**src/rtl/clock_buffer_pkg.sv**
```systemverilog
// Shared definitions for the clock divider bank.
// Holds the per-channel state encoding and the default bank geometry.
package clock_buffer_pkg;

    // Default bank geometry
    localparam int unsigned NUM_CH_DEF = 4;
    localparam int unsigned DIV_W_DEF  = 8;

    // Channel phase: parked, driving the high half, driving the low half
    typedef enum logic [1:0] {
        StIdle = 2'd0,
        StHigh = 2'd1,
        StLow  = 2'd2
    } ch_state_e;

endpackage

```
**src/rtl/clock_div_channel.sv**
```systemverilog
// One glitch-free programmable divider channel.
// Ports:
//   clk_in     source clock, rising edge
//   rst_in     synchronous active-high reset
//   div_in     half-period code D
//   load_in    capture div_in into the pending code
//   en_in      run enable (sampled only in idle and at the end of a period)
//   clk_out    registered divided clock, period 2*(D+1)
//   tick_out   one-cycle pulse in the rising cycle of clk_out
//   active_out high while the channel is not idle
module clock_div_channel
    import clock_buffer_pkg::*;
#(
    parameter int unsigned DIV_W       = DIV_W_DEF,
    parameter int unsigned DEFAULT_DIV = 0
) (
    input  logic             clk_in,
    input  logic             rst_in,
    input  logic [DIV_W-1:0] div_in,
    input  logic             load_in,
    input  logic             en_in,
    output logic             clk_out,
    output logic             tick_out,
    output logic             active_out
);

    localparam logic [DIV_W-1:0] DefCode = DIV_W'(DEFAULT_DIV);
    localparam logic [DIV_W-1:0] One     = {{(DIV_W-1){1'b0}}, 1'b1};

    ch_state_e        r_state, w_state_d;
    logic [DIV_W-1:0] r_cnt, w_cnt_d;
    logic [DIV_W-1:0] r_hp, w_hp_d;
    logic [DIV_W-1:0] r_pend, w_pend_d;
    logic             r_clk, w_clk_d;
    logic             r_tick, w_tick_d;
    logic [DIV_W-1:0] w_code;
    logic             w_cnt_end;

    // State register
    always_ff @(posedge clk_in) begin
        if (rst_in) begin
            r_state <= StIdle;
            r_cnt   <= '0;
            r_hp    <= DefCode;
            r_pend  <= DefCode;
            r_clk   <= 1'b0;
            r_tick  <= 1'b0;
        end else begin
            r_state <= w_state_d;
            r_cnt   <= w_cnt_d;
            r_hp    <= w_hp_d;
            r_pend  <= w_pend_d;
            r_clk   <= w_clk_d;
            r_tick  <= w_tick_d;
        end
    end

    // Next-state logic
    always_comb begin
        // A load in the same cycle as HIGH entry bypasses the pending register
        w_code    = load_in ? div_in : r_pend;
        w_cnt_end = (r_cnt == r_hp);
        w_state_d = r_state;
        w_cnt_d   = r_cnt;
        w_hp_d    = r_hp;
        w_pend_d  = w_code;
        w_clk_d   = r_clk;
        w_tick_d  = 1'b0;

        unique case (r_state)
            StIdle: begin
                w_cnt_d = '0;
                w_clk_d = 1'b0;
                if (en_in) begin
                    w_state_d = StHigh;
                    w_hp_d    = w_code;
                    w_clk_d   = 1'b1;
                    w_tick_d  = 1'b1;
                end
            end
            StHigh: begin
                if (w_cnt_end) begin
                    w_state_d = StLow;
                    w_cnt_d   = '0;
                    w_clk_d   = 1'b0;
                end else begin
                    w_cnt_d = r_cnt + One;
                end
            end
            StLow: begin
                if (w_cnt_end) begin
                    // hp only changes here, at a period boundary, so phases never shorten
                    w_cnt_d = '0;
                    if (en_in) begin
                        w_state_d = StHigh;
                        w_hp_d    = w_code;
                        w_clk_d   = 1'b1;
                        w_tick_d  = 1'b1;
                    end else begin
                        w_state_d = StIdle;
                        w_clk_d   = 1'b0;
                    end
                end else begin
                    w_cnt_d = r_cnt + One;
                end
            end
            default: begin
                w_state_d = StIdle;
                w_cnt_d   = '0;
                w_clk_d   = 1'b0;
            end
        endcase
    end

    // Outputs come straight from registers
    always_comb begin
        clk_out    = r_clk;
        tick_out   = r_tick;
        active_out = (r_state != StIdle);
    end

endmodule

```
**src/rtl/clock_divider_bank.sv**
```systemverilog
// Bank of independent glitch-free clock dividers sharing one source clock.
// Ports:
//   clk_in     source clock, rising edge
//   rst_in     synchronous active-high reset
//   div_in     per-channel half-period codes, channel i at [i*DIV_W +: DIV_W]
//   load_in    per-channel pending-code load strobes
//   en_in      per-channel run enables
//   clk_out    per-channel divided clocks
//   tick_out   per-channel rising-cycle strobes
//   active_out per-channel busy flags
module clock_divider_bank
    import clock_buffer_pkg::*;
#(
    parameter int unsigned NUM_CH      = NUM_CH_DEF,
    parameter int unsigned DIV_W       = DIV_W_DEF,
    parameter int unsigned DEFAULT_DIV = 0
) (
    input  logic                    clk_in,
    input  logic                    rst_in,
    input  logic [NUM_CH*DIV_W-1:0] div_in,
    input  logic [NUM_CH-1:0]       load_in,
    input  logic [NUM_CH-1:0]       en_in,
    output logic [NUM_CH-1:0]       clk_out,
    output logic [NUM_CH-1:0]       tick_out,
    output logic [NUM_CH-1:0]       active_out
);

    for (genvar g = 0; g < NUM_CH; g++) begin : g_ch
        clock_div_channel #(
            .DIV_W       (DIV_W),
            .DEFAULT_DIV (DEFAULT_DIV)
        ) u_ch (
            .clk_in     (clk_in),
            .rst_in     (rst_in),
            .div_in     (div_in[g*DIV_W +: DIV_W]),
            .load_in    (load_in[g]),
            .en_in      (en_in[g]),
            .clk_out    (clk_out[g]),
            .tick_out   (tick_out[g]),
            .active_out (active_out[g])
        );
    end

endmodule

```
**config.mk**
```make
export PLATFORM = sky130hd
export DESIGN_NAME = clock_divider_bank
export DESIGN_NICKNAME = d
export VERILOG_FILES = /design/src/rtl/clock_buffer_pkg.sv /design/src/rtl/clock_div_channel.sv /design/src/rtl/clock_divider_bank.sv
export SDC_FILE = /design/constraint.sdc
export NUM_CORES = 1
export LEC_CHECK = 0
export CORE_MARGIN = 2
export CORE_UTILIZATION = 60
export CTS_BUF_LIST = sky130_fd_sc_hd__clkbuf_4 sky130_fd_sc_hd__clkbuf_8
export DETAILED_ROUTE_END_ITERATION = 6
export GPL_ROUTABILITY_DRIVEN = 1
export PLACE_DENSITY = 0.84
export SYNTH_ARGS = -nofsm -noshare
export SYNTH_HDL_FRONTEND = slang
export SYNTH_SLANG_ARGS = --single-unit
```
**constraint.sdc**
```tcl
create_clock -name clk_in -period 4.5 [get_ports clk_in]
set_input_delay 0.45 -clock clk_in [delete_from_list [all_inputs] [get_ports clk_in]]
set_output_delay 0.45 -clock clk_in [all_outputs]
set_load 0.02 [all_outputs]
```
After elaboration in Yosys (flattened, before gate mapping)
Cells that the tools add are included.
{"block": "word_totals", "regBits": 112, "input_bits": 42, "output_inout_bits": 12, "wordCells": 148}
{"block": "classes", "add_sub_neg": 4, "eq_ne": 24, "mux": 60, "bitwise_logic": 4, "reduce_logical": 32}
{"cell": "two-way mux 8 bit", "count": 12}
{"cell": "case mux 8 bit (2 select lines)", "count": 4}
{"cell": "adder 8 x 1 -> 8 bit (second input constant)", "count": 4}
{"cell": "equality test 8 bit", "count": 4}
{"cell": "two-way mux 2 bit", "count": 12}
{"cell": "case mux 2 bit (3 select lines)", "count": 4}
{"cell": "two-way mux 1 bit", "count": 20}
{"cell": "!= test 2 x 1 -> 1 bit (second input constant)", "count": 8}
{"cell": "AND reduction 2 bit", "count": 8}
{"cell": "nonzero test 2 bit", "count": 8}
{"cell": "case mux 1 bit (3 select lines)", "count": 4}
{"cell": "AND reduction 3 bit", "count": 4}
{"cell": "OR reduction 3 bit", "count": 4}
{"cell": "equality test 2 x 1 -> 1 bit (second input constant)", "count": 4}
{"cell": "equality test 2 bit (second input constant)", "count": 4}
{"cell": "zero test 2 bit", "count": 4}
{"cell": "!= test 2 bit (second input constant)", "count": 4}
{"cell": "case mux 1 bit (2 select lines)", "count": 4}
{"cell": "OR reduction 2 bit", "count": 4}
{"cell": "NOT 1 bit", "count": 4}

Longest topological paths before layout
{"block": "depth", "word_depth": 4, "mapped_depth": 8}

Cells and area by module
Synthesis repeated with hierarchy kept, for this count alone.
{"block": "unflattened", "hier_cells": 696, "area_unflattened_um2": 5985.7}
{"mod": "clock_div_channel", "n_inst": 4, "cells_each": 174, "area_each_um2": 1496.4, "seq_area_each_um2": 560.5}

Worst setup path after synthesis
No wires, ideal clock.
{"block": "synth_timing", "path_type": "reg-to-reg", "start": "register g_ch[2].u_ch.r_cnt[5]", "end": "register g_ch[2].u_ch.r_state[0]", "setup_time_ns": 0.070, "arrival_ns": 1.634, "required_time_ns": 4.430, "slack_ns": 2.795, "stages_incl_launch_ff": 6, "synth_period_minus_slack_ns": 1.705, "path_cell_list": "dfxtp_1 -> xor2_1 -> nor4_2 -> a21oi_1 -> or4_1 -> a21oi_1"}
{"block": "synth_via", "elab_chain_cells": 3}
{"element": "from (decl)", "line_no": "clock_div_channel.sv:31", "text": "logic [DIV_W-1:0] r_cnt, w_cnt_d;"}
{"element": "from (signal assigned)", "line_no": "clock_div_channel.sv:50", "text": "r_cnt <= w_cnt_d;"}
{"element": "equality test 8 bit (*)", "line_no": "clock_div_channel.sv:62", "text": "w_cnt_end = (r_cnt == r_hp);"}
{"element": "!= test 2 x 1 -> 1 bit (no line)"}
{"element": "AND reduction 3 bit (no line) (*)"}
{"element": "to (signal assigned)", "line_no": "clock_div_channel.sv:42", "text": "r_state <= StIdle;"}
{"element": "to (signal assigned)", "line_no": "clock_div_channel.sv:49", "text": "r_state <= w_state_d;"}
{"element": "to (decl)", "line_no": "clock_div_channel.sv:30", "text": "ch_state_e r_state, w_state_d;"}
Mark *: on every way between the ends. The rest lies on a longest branch, timed or not.
A chain may end at the register's enable or synchronous reset.

Final worst setup path
{"block": "layout_timing", "start": "register g_ch[0].u_ch.r_state[0]", "end": "output active_out[0]"}
{"block": "layout_via", "elab_chain_cells": 1}
{"element": "from (decl)", "line_no": "clock_div_channel.sv:30"}
{"element": "from (signal assigned)", "line_no": "clock_div_channel.sv:42"}
{"element": "from (signal assigned)", "line_no": "clock_div_channel.sv:49"}
{"element": "nonzero test 2 bit", "line_no": "clock_div_channel.sv:119", "text": "active_out = (r_state != StIdle);"}
{"element": "to (decl)", "line_no": "clock_divider_bank.sv:25", "text": "output logic [NUM_CH-1:0] active_out"}
No other way between the ends.

==> impl_results.rst <==
.. list-table::
   :header-rows: 1

   * - Metric
     - Value
   * - Status
     - finished clean
   * - Part of the power in registers
     - 45.8%
   * - Starting utilization of the core area
     - 61.1%
   * - # nets final
     - 616
   * - Final Hold Viols
     - 0
   * - Path category of the worst min-delay check
     - flip-flop to flip-flop
   * - Clock latency at the later pin of the worst-skew pair
     - 0.37 ns
   * - Maxcap violations
     - 0
   * - DR DRC count
     - 0
   * - # Post-CTS Setup Buffers
     - 0
   * - Fill cells
     - 625
   * - Total via count in the routed design
     - 3621
   * - Design internal power
     - 1.80 mW
   * - Routed wire per std cell
     - 13.6 microns
   * - Diodes inserted
     - 0
   * - Post-route fraction of the period consumed by the critical path
     - 51.6%
   * - Number of standard-cell rows in the floorplan
     - 33
   * - Endpoint arrival time on the critical path
     - 1.87 ns
   * - Clock transition at path regs
     - 0.10 ns
   * - Largest fanout of any net on the critical path
     - 5
   * - Worst Skew
     - 0.0140 ns
   * - Num ports
     - 54
   * - Number of CTS-inserted buffers
     - 9
   * - Relative contribution of the clock network to total power
     - 19.6%
   * - Startpoint class of the critical path
     - flip-flop
   * - Via count of the first global-routing pass
     - 3408
   * - Placeable core area
     - 8130 sq um
   * - Normalized max-slew margin
     - 38.4%
   * - Net Count, Synth
     - 583
   * - Overall Power
     - 2.82 mW
   * - Final-report max-slew violation count
     - 0
   * - Share of the yosys chip area belonging to registers
     - 45.1%
   * - H-tree level count
     - 3
   * - Clock tree from TritonCTS
     - built
   * - Unrepaired setup endpoints after global routing
     - false
   * - Setup total negative slack
     - 0 ns
   * - Post-synthesis cell type count
     - 39
   * - Capturing element type of the critical path
     - output port
   * - Overall overflow remaining after global route
     - 0
   * - Detailed-router iteration count before antenna repair
     - 4
   * - PortBufs
     - 53
   * - Maximum clock rate
     - 431 MHz
   * - Area of the die
     - 9030 sq um
   * - Final RePlAce weighted congestion
     - 0.824
   * - Comb pwr share
     - 34.5%
   * - Initial antenna violation count
     - 0
   * - Netlist area before placement
     - 4970 sq um
   * - Number of DRC markers in iteration 0
     - 95
   * - Required time of the critical path
     - 4.05 ns
   * - Number of cells upsized or downsized after cts
     - 0
   * - Layout-stage area growth over the synthesis result
     - 13.6%
   * - Final setup viols
     - 0
   * - Clock period minus worst slack
     - 2.32 ns
   * - Slew at the pin closest to its max-slew limit
     - 0.921 ns
   * - Maximum buffer depth of the clock tree
     - 2
   * - Number of synthesized register bits
     - 112
   * - Per-instance average area after synthesis
     - 9.61 sq um
   * - Antenna Nets Post-Route
     - 0
   * - Final WL
     - 8990 microns
   * - Synth Instances
     - 517
   * - Warnings from Yosys
     - 0
   * - Share of post-route cells with drive strength above 1
     - 5.95%
   * - First-pass GRT wire length
     - 14900 microns
   * - Largest net degree at the start of global routing
     - 42
   * - Post-detailed-placement half-perimeter wirelength
     - 6550 microns
   * - Horizontal extent of the die
     - 95.0 microns
   * - Number of sinks handled by clock tree synthesis
     - 112
   * - GRT Util Overall
     - 20.8%
   * - Setup Crit Path Kind
     - flip-flop to output port
   * - Total power divided by cell area
     - 499 nW/um^2
   * - Largest voltage drop on the vdd net
     - 0.234 mV
   * - Quantity of hold-fixing buffers added after cts
     - 0
   * - Clock root buffer master
     - clkbuf_8
   * - Net switching fraction of the power
     - 36.2%
   * - Vias/cell
     - 5.49
   * - Switching power of the nets
     - 1.02 mW
   * - Static leakage power
     - 2.37 nW
   * - Die span in y
     - 95.0 microns
==> power groups by stage <==
stage | Sequential [mW] | Combinational [mW] | Clock, mW
floorplan | 1.27 | 0.794 | 0
global placement | 1.31 | 0.921 | 0
detailed placement | 1.31 | 0.970 | 0
CTS | 1.29 | 0.975 | 0.569
global route | 1.32 | 1.10 | 0.612
finish | 1.29 | 0.974 | 0.553
==> Yosys cell counts <==
cell type	number	area [sq um]
nor4_2	6	75.1
o41ai_1	3	26.3
xnor2_1	11	96.3
a311oi_1	22	193
clkbuf_1	16	60.1
buf_4	14	105
nor3b_1	2	15.0
and2_1	1	6.26
nand2_1	6	22.5
inv_1	19	71.3
nand3_1	12	60.1
a211oi_1	8	60.1
or4_1	4	30.0
nor3_1	6	30.0
or2_2	2	12.5
or3b_1	5	43.8
a21bo_2	3	30.0
ha_1	24	300
and3_1	10	62.6
mux2_2	2	22.5
o31ai_1	1	7.51
and3b_1	1	8.76
buf_1	1	3.75
a21oi_1	38	190
mux2i_1	30	300
o21a_1	1	7.51
a41o_1	1	10.0
dfxtp_1	112	2240
o21ai_1	3	15.0
nor4_1	2	12.5
a31oi_1	3	18.8
a21oi_2	1	8.76
nor2_1	85	319
o21ai_0	5	25.0
buf_2	2	10.0
nor2b_1	2	12.5
nand3b_1	7	52.6
xor2_1	45	394
o32ai_1	1	8.76
==> cell usage in the layout (no fill, tap or decap), drive strengths merged <==
master,count
a211oi,8
a21bo,3
a21oi,39
a311oi,22
a31oi,3
a41o,1
and2,1
and3,10
and3b,1
buf,3
clkbuf,11
clkdlybuf4s50,52
clkinv,1
clkinvlp,3
dfxtp,112
ha,24
inv,20
mux2,2
mux2i,30
nand2,6
nand3,12
nand3b,7
nor2,85
nor2b,2
nor3,6
nor3b,2
nor4,8
o21a,1
o21ai,8
o31ai,1
o32ai,1
o41ai,3
or2,2
or3b,5
or4,4
xnor2,11
xor2,45
==> cell type report <==
class | count | area [sq um] | area share, %
clock inverter | 5 | 40.0 | 0.709
inverter | 19 | 71.3 | 1.26
tap | 105 | 131 | 2.33
multi-input combinational | 353 | 2480 | 43.9
sequential | 112 | 2240 | 39.7
clock buffer | 11 | 145 | 2.57
timing repair buffer | 55 | 541 | 9.57
==> cells by family (layout without fill, tap and decap cells) <==
logic type	Yosys count	count (layout)	synth area share [%]
mux	32	32	6.50
fa+ha+maj	24	24	6.04
flops	112	112	45.1
xor+xnor	56	56	9.87
buf+inv	52	90	5.04
simple gates	151	151	15.4
compound gates	90	90	12.1
==> worst max-delay path, cell delays in order, from the launching register on <==
cell             delay, ns
dfxtp_1               0.44
inv_1                 0.11
ha_1                  0.24
inv_1                 0.10
clkdlybuf4s50_1       0.61
==> through the flow <==
| stage | cell area [sq um] | cells | utilization, % | worst slack, ns | hold slack [ns] |
|---|---|---|---|---|---|
| finish | 5650 | 660 | 69.4 | 2.18 | 0.500 |
| global route | 5650 | 660 | 69.4 | 2.07 | 0.521 |
| CTS | 5650 | 660 | 69.4 | 2.16 | 0.502 |
| detailed placement | 5460 | 644 | 67.2 | 2.18 | 0.477 |
| global placement | 5460 | 644 | 67.2 | 2.37 | 0.467 |
| floorplan | 4970 | 517 | - | 2.80 | 0.447 |
==> per-layer routing <==
metal / vias to the layer above / GRT usage (%) / part of all wire, %
li1: 1847 / - / -
met2: 59 / 36.6 / 50
met4: 0 / 5.80 / 1.4
met3: 12 / 5.45 / 3.3
met5: - / 0 / 0
met1: 1703 / 25.0 / 45
==> final timing paths <==
kind	depth (start not counted)	endpoint	start	slack [ns]
setup / recovery	4	active_out[0]	g_ch[0].u_ch.r_state[0]	2.18
hold / removal	2	g_ch[0].u_ch.r_pend[2]	g_ch[0].u_ch.r_pend[2]	0.50
setup reg to reg	6	g_ch[3].u_ch.r_hp[3]	g_ch[3].u_ch.r_state[0]	2.42
hold reg to reg	2	g_ch[0].u_ch.r_pend[2]	g_ch[0].u_ch.r_pend[2]	0.50
==> flip-flops by register name, indices dropped and copies added, names as in the netlist <==
name / flops
g_ch.u_ch.tick_out: 4
g_ch.u_ch.r_pend: 32
g_ch.u_ch.r_state: 8
g_ch.u_ch.r_cnt: 32
g_ch.u_ch.clk_out: 4
g_ch.u_ch.r_hp: 32
Note: power is estimated with default switching activity, not from simulation.
